<file path="src/rtl/uart_pkg.sv">
// Shared UART definitions: transmitter state encoding, bit-period rounding and frame constants.
// The PARITY state exists only when UART_TX_PARITY_EN is defined.
package uart_pkg;

    localparam int UART_DATA_BITS = 8;

    typedef enum logic [2:0] {
        ST_IDLE,
        ST_START,
        ST_DATA,
`ifdef UART_TX_PARITY_EN
        ST_PARITY,
`endif
        ST_STOP
    } uart_tx_state_t;

    // Clock cycles per bit, rounded to nearest; also intended for the receiver.
    function automatic int uart_divisor(input int clk_mhz, input int baud_rate);
        return (clk_mhz * 1_000_000 + baud_rate / 2) / baud_rate;
    endfunction

endpackage

</file>
<file path="src/rtl/uart_tx_fifo.sv">
// Synchronous FIFO buffering bytes for the UART transmitter.
// Pointers carry one extra bit so a full FIFO can be told apart from an empty one.
module uart_tx_fifo #(
    parameter int WIDTH = 8,
    parameter int DEPTH = 4
) (
    input  logic             clk,
    input  logic             rst,
    input  logic             push,
    input  logic [WIDTH-1:0] wdata,
    input  logic             pop,
    output logic [WIDTH-1:0] rdata,
    output logic             full,
    output logic             empty
);

    localparam int AW = $clog2(DEPTH);

    generate
        if (DEPTH < 2 || (DEPTH & (DEPTH - 1)) != 0) begin : g_depth_chk
            $error("uart_tx_fifo: DEPTH must be a power of two >= 2");
        end
    endgenerate

    logic [WIDTH-1:0] mem [DEPTH];
    logic [AW:0]      wr_ptr;
    logic [AW:0]      rd_ptr;
    logic             do_push;
    logic             do_pop;

    assign empty   = (wr_ptr == rd_ptr);
    assign full    = (wr_ptr[AW] != rd_ptr[AW]) && (wr_ptr[AW-1:0] == rd_ptr[AW-1:0]);
    assign do_push = push && !full;
    assign do_pop  = pop && !empty;
    assign rdata   = mem[rd_ptr[AW-1:0]];

    always_ff @(posedge clk) begin
        if (do_push) mem[wr_ptr[AW-1:0]] <= wdata;
    end

    always_ff @(posedge clk or posedge rst) begin
        if (rst) begin
            wr_ptr <= '0;
            rd_ptr <= '0;
        end else begin
            if (do_push) wr_ptr <= wr_ptr + 1'b1;
            if (do_pop)  rd_ptr <= rd_ptr + 1'b1;
        end
    end

endmodule

</file>
<file path="src/rtl/uart_tx.sv">
// Byte-oriented UART transmitter: valid/ready into a FIFO, serialised as 8N1 frames,
// or 8E1 frames when UART_TX_PARITY_EN is defined.
import uart_pkg::*;

module uart_tx #(
    parameter int clk_mhz    = 50,
    parameter int baud_rate  = 115200,
    parameter int fifo_depth = 4
) (
    input  logic                      clk,
    input  logic                      rst,
    input  logic [UART_DATA_BITS-1:0] data,
    input  logic                      valid,
    output logic                      ready,
    output logic                      tx,
    output logic                      busy
);

    localparam int DIVISOR = uart_divisor(clk_mhz, baud_rate);
    localparam int CW      = $clog2(DIVISOR);
    localparam int IW      = $clog2(UART_DATA_BITS);

    generate
        if (DIVISOR < 2) begin : g_div_chk
            $error("uart_tx: bit period divisor must be >= 2");
        end
    endgenerate

    uart_tx_state_t            state, state_n;
    logic [CW-1:0]             bit_cnt;
    logic [IW-1:0]             bit_idx;
    logic [UART_DATA_BITS-1:0] shreg;
    logic [UART_DATA_BITS-1:0] fifo_rdata;
    logic                      fifo_full;
    logic                      fifo_empty;
    logic                      push;
    logic                      pop;
    logic                      last;
    logic                      tx_n;
`ifdef UART_TX_PARITY_EN
    logic                      par_bit;
`endif

    assign ready = !fifo_full;
    assign push  = valid && ready;
    assign last  = (bit_cnt == CW'(DIVISOR - 1));
    // Popping on the final STOP cycle chains frames without an idle gap.
    assign pop   = !fifo_empty && (state == ST_IDLE || (state == ST_STOP && last));

    uart_tx_fifo #(
        .WIDTH (UART_DATA_BITS),
        .DEPTH (fifo_depth)
    ) u_fifo (
        .clk   (clk),
        .rst   (rst),
        .push  (push),
        .wdata (data),
        .pop   (pop),
        .rdata (fifo_rdata),
        .full  (fifo_full),
        .empty (fifo_empty)
    );

    always_ff @(posedge clk or posedge rst) begin
        if (rst) state <= ST_IDLE;
        else     state <= state_n;
    end

    always_comb begin
        state_n = state;
        tx_n    = 1'b1;
        case (state)
            ST_IDLE: begin
                if (pop) state_n = ST_START;
            end
            ST_START: begin
                tx_n = 1'b0;
                if (last) state_n = ST_DATA;
            end
            ST_DATA: begin
                tx_n = shreg[0];
                if (last && bit_idx == IW'(UART_DATA_BITS - 1)) begin
`ifdef UART_TX_PARITY_EN
                    state_n = ST_PARITY;
`else
                    state_n = ST_STOP;
`endif
                end
            end
`ifdef UART_TX_PARITY_EN
            ST_PARITY: begin
                tx_n = par_bit;
                if (last) state_n = ST_STOP;
            end
`endif
            ST_STOP: begin
                if (last) state_n = pop ? ST_START : ST_IDLE;
            end
            default: state_n = ST_IDLE;
        endcase
    end

    // Bit timing and shift register; a pop restarts the period for the new start bit.
    always_ff @(posedge clk or posedge rst) begin
        if (rst) begin
            bit_cnt <= '0;
            bit_idx <= '0;
            shreg   <= '0;
`ifdef UART_TX_PARITY_EN
            par_bit <= 1'b0;
`endif
        end else if (pop) begin
            bit_cnt <= '0;
            bit_idx <= '0;
            shreg   <= fifo_rdata;
`ifdef UART_TX_PARITY_EN
            par_bit <= ^fifo_rdata;
`endif
        end else if (state != ST_IDLE) begin
            if (last) begin
                bit_cnt <= '0;
                if (state == ST_DATA) begin
                    shreg   <= shreg >> 1;
                    bit_idx <= bit_idx + 1'b1;
                end
            end else begin
                bit_cnt <= bit_cnt + 1'b1;
            end
        end
    end

    always_ff @(posedge clk or posedge rst) begin
        if (rst) begin
            tx   <= 1'b1;
            busy <= 1'b0;
        end else begin
            tx   <= tx_n;
            busy <= (state != ST_IDLE) || !fifo_empty;
        end
    end

endmodule

</file>
<file path="config.mk">
export PLATFORM = sky130hd
export DESIGN_NAME = uart_tx
export DESIGN_NICKNAME = d
export VERILOG_FILES = /design/src/rtl/uart_pkg.sv /design/src/rtl/uart_tx_fifo.sv /design/src/rtl/uart_tx.sv
export SDC_FILE = /design/constraint.sdc
export NUM_CORES = 1
export LEC_CHECK = 0
export ABC_CLOCK_PERIOD_IN_PS = 5800
export BUFFER_PORTS_ARGS = -buffer_cell sky130_fd_sc_hd__buf_2
export CAP_MARGIN = 5
export CORE_MARGIN = 1.5
export CORE_UTILIZATION = 40
export DETAILED_ROUTE_END_ITERATION = 10
export GPL_TIMING_DRIVEN = 1
export PLACE_DENSITY = 0.61
export SLEW_MARGIN = 20
export SYNTH_ARGS = -nofsm -noshare
export SYNTH_HDL_FRONTEND = slang
export SYNTH_SLANG_ARGS = --single-unit
</file>
<file path="constraint.sdc">
create_clock -name clk -period 5.8 [get_ports clk]
set_clock_uncertainty 0.05 [all_clocks]
set_input_delay 1.16 -clock clk [delete_from_list [all_inputs] [get_ports clk]]
set_output_delay 1.16 -clock clk [all_outputs]
set_load 0.03 [all_outputs]
</file>
==> flow_metrics.tcl <==
set metrics [dict create \
    floorplan.initialDensity 0.421 \
    portBuffers 13 \
    ff2ff_path_depth 4 \
    slew-limit-headroom 0.519 \
    core_mm2 0.00694 \
    ys_top_cells_by_area "edfxtp_1 (33%), dfrtp_1 (25%), mux4_2 (6.2%)" \
    drc 0 \
    grt_pass1_vias 1575 \
    synth_cell_types 42 \
    cts_resized 0 \
    wl_per_cell_um 14.0 \
    clockPowerShare 0.406 \
    crit_arrival_ps 1940 \
    numCtsBuffers 9 \
    cts-htree-levels 3 \
    core.rowCount 30 \
    worstPathRequired_ps 4590 \
    drt-total-wl_um 4330 \
    yosysMostFrequentCell "edfxtp_1" \
    place_area_mm2 0.00305 \
    synth_top_area_share 0.329 \
    design_area_mm2 0.00329 \
    endpoint "ready" \
    routed_via_density 4.86 \
    status "completed" \
    fin_crit_ps 3150 \
    min_period_over_period 0.544 \
    r2r_slack_ps 3320 \
    rr_endpoint "shreg[0]" \
    n_antenna_cell 0 \
    io_pins 14 \
    yosys-top-cells-count "edfxtp_1 (32), dfrtp_1 (29), ha_1 (13), mux2_4 (11)" \
    synth-seq-area-share 0.587 \
    clk_pin_slew_ps 70 \
    worst_pin_slew_ps 720 \
    leakagePower_nw 1.33 \
    grt_max_degree 31 \
    power_frac_seq 0.480 \
    root_buffer "clkbuf_8" \
    postCtsHoldBufs 0 \
    grt_overflow 0 \
    synth-main-ff-cell "edfxtp_1" \
    report.final.slew_viol_count 0 \
    clock.fmax_ghz 0.317 \
    cts_sinks 62 \
    yosysWarnings 0 \
    worstSkewPairLatency_ps 340 \
    layout.nets 232 \
    finalSetupTns_ps 0 \
    ant_nets 0 \
    cellPowerDensity_mw_per_mm2 344 \
    die_x_um 88.4 \
    hold_class "reg2reg" \
    grt_pass1_wl_um 7660 \
    p_sw_frac 0.245 \
    die_area_mm2 0.00782 \
    finalSetupViolCount 0 \
    post_cts_buffers 0 \
    power_frac_comb 0.113 \
    rsz0062_at_grt "false" \
    ys_ff_latch 62 \
    crit_start "u_fifo.rd_ptr[0]" \
    gp_congestion 0.770 \
    cp-start-kind "flip-flop" \
    hpwl_um 2880 \
    cts_tree "done" \
    synth_top_cell_by_area "edfxtp_1" \
    crit_type "reg2out" \
    async_reset_ff_frac 0.484 \
    drtIter0Drc 38 \
    switchingPower_w 0.000277 \
    max-cap-violations 0 \
    num_vias 1501 \
    synth_edf_count 32 \
    dr.pass1.iters 4 \
    antenna_found_initial 0 \
    syn-mean-instance-area_um2 15.4 \
    drive_gt1_frac 0.296 \
    synth_cells 190 \
    finalHoldViolCount 0 \
    intPower_w 0.000856 \
    syn2layout_area_growth_pct 12.7 \
    nFillCells 622 \
    cts_buffer_depth 2 \
    ir_drop_v 0.000239 \
    syn-num-nets 214 \
    syn_area_mm2 0.00292 \
    endpoint_kind "primary output" \
    regToRegStartpoint "u_fifo.rd_ptr[0]" \
    die_height_um 88.4 \
    crit_path_max_fanout 11 \
    grt_usage 0.137 \
]
[cell families (layout without fill, tap and decap cells)]
logic type | count (synthesis) | count (layout) | synth area share
compound gates | 24 | 24 | 0.0583
xor+xnor | 11 | 11 | 0.0330
fa+ha+maj | 13 | 13 | 0.0557
buf+inv | 17 | 40 | 0.0351
flops | 62 | 62 | 0.587
mux | 29 | 29 | 0.155
simple gates | 34 | 34 | 0.0763
[routing by layer]
layer,routed length [um],global-route usage,vias up,part of all wire
met5,0,0,-,0
met4,52,0.0469,0,0.012
met3,164,0.0588,5,0.038
met2,2010,0.204,18,0.46
met1,2100,0.180,735,0.49
li1,-,-,743,-
[state kept, by name, indices dropped and copies added (netlist names)]
register / cells
u_fifo.mem: 32
bit_cnt: 9
shreg: 8
bit_idx: 3
u_fifo.rd_ptr: 3
u_fifo.wr_ptr: 3
state: 2
busy: 1
tx: 1
[power by group through the flow]
stage / Combinational, W / Clock [W] / Sequential [W]
2_1_floorplan: 0.0000991 / 0 / 0.000548
4_1_cts: 0.000132 / 0.000473 / 0.000545
6_report: 0.000129 / 0.000460 / 0.000544
3_5_place_dp: 0.000131 / 0 / 0.000554
5_1_grt: 0.000149 / 0.000496 / 0.000550
3_3_place_gp: 0.000129 / 0 / 0.000554
[worst min-delay path by stage]
stage,startpoint,endpoint,slack [ps],cells past startpoint
2_1_floorplan,shreg[0],tx,410,2
3_3_place_gp,bit_cnt[7],bit_cnt[7],450,1
3_5_place_dp,shreg[0],tx,450,2
4_1_cts,shreg[0],tx,470,2
5_1_grt,bit_cnt[7],bit_cnt[7],500,1
6_report,shreg[0],tx,470,2
[through the flow]
step / power [W] / std cells / utilization / hold WS, ps / setup WS (ps)
after floorplan: 0.000647 / 190 / - / 407 / 3340
after global placement: 0.000683 / 293 / 0.439 / 445 / 2970
after global routing: 0.00120 / 309 / 0.474 / 497 / 2430
final: 0.00113 / 309 / 0.474 / 466 / 2650
after CTS: 0.00115 / 309 / 0.474 / 469 / 2570
after detailed placement: 0.000686 / 293 / 0.439 / 453 / 2950
[placed cells by master, fill, tap and decap left out, types with 5 or more instances in the layout]
master / synthesis / routed
mux2_4: 11 / 11
inv_1: 10 / 10
clkbuf_8: 0 / 9
dfrtp_1: 29 / 29
mux4_2: 8 / 8
o21ai_0: 10 / 10
xor2_1: 7 / 7
mux2_2: 5 / 5
ha_1: 13 / 13
edfxtp_1: 32 / 32
nand3_1: 5 / 5
buf_2: 1 / 13
nand2_1: 7 / 7
[cell type report]
cell class / instances / area, um2 / share of cell area
clock buffers: 9 / 124 / 0.0376
clock inverters: 7 / 120 / 0.0365
inverters: 10 / 37.5 / 0.0114
multi-input cells: 111 / 1100 / 0.336
flip-flops and latches: 62 / 1710 / 0.520
well taps: 96 / 120 / 0.0365
repair buffers: 14 / 72.6 / 0.0220
[worst max-delay path, stage by stage, from the launching register on]
cell	delay (ps)
dfrtp_1	750
xor2_1	290
or3_1	380
buf_2	190
Power figures use the tool's default switching activity.
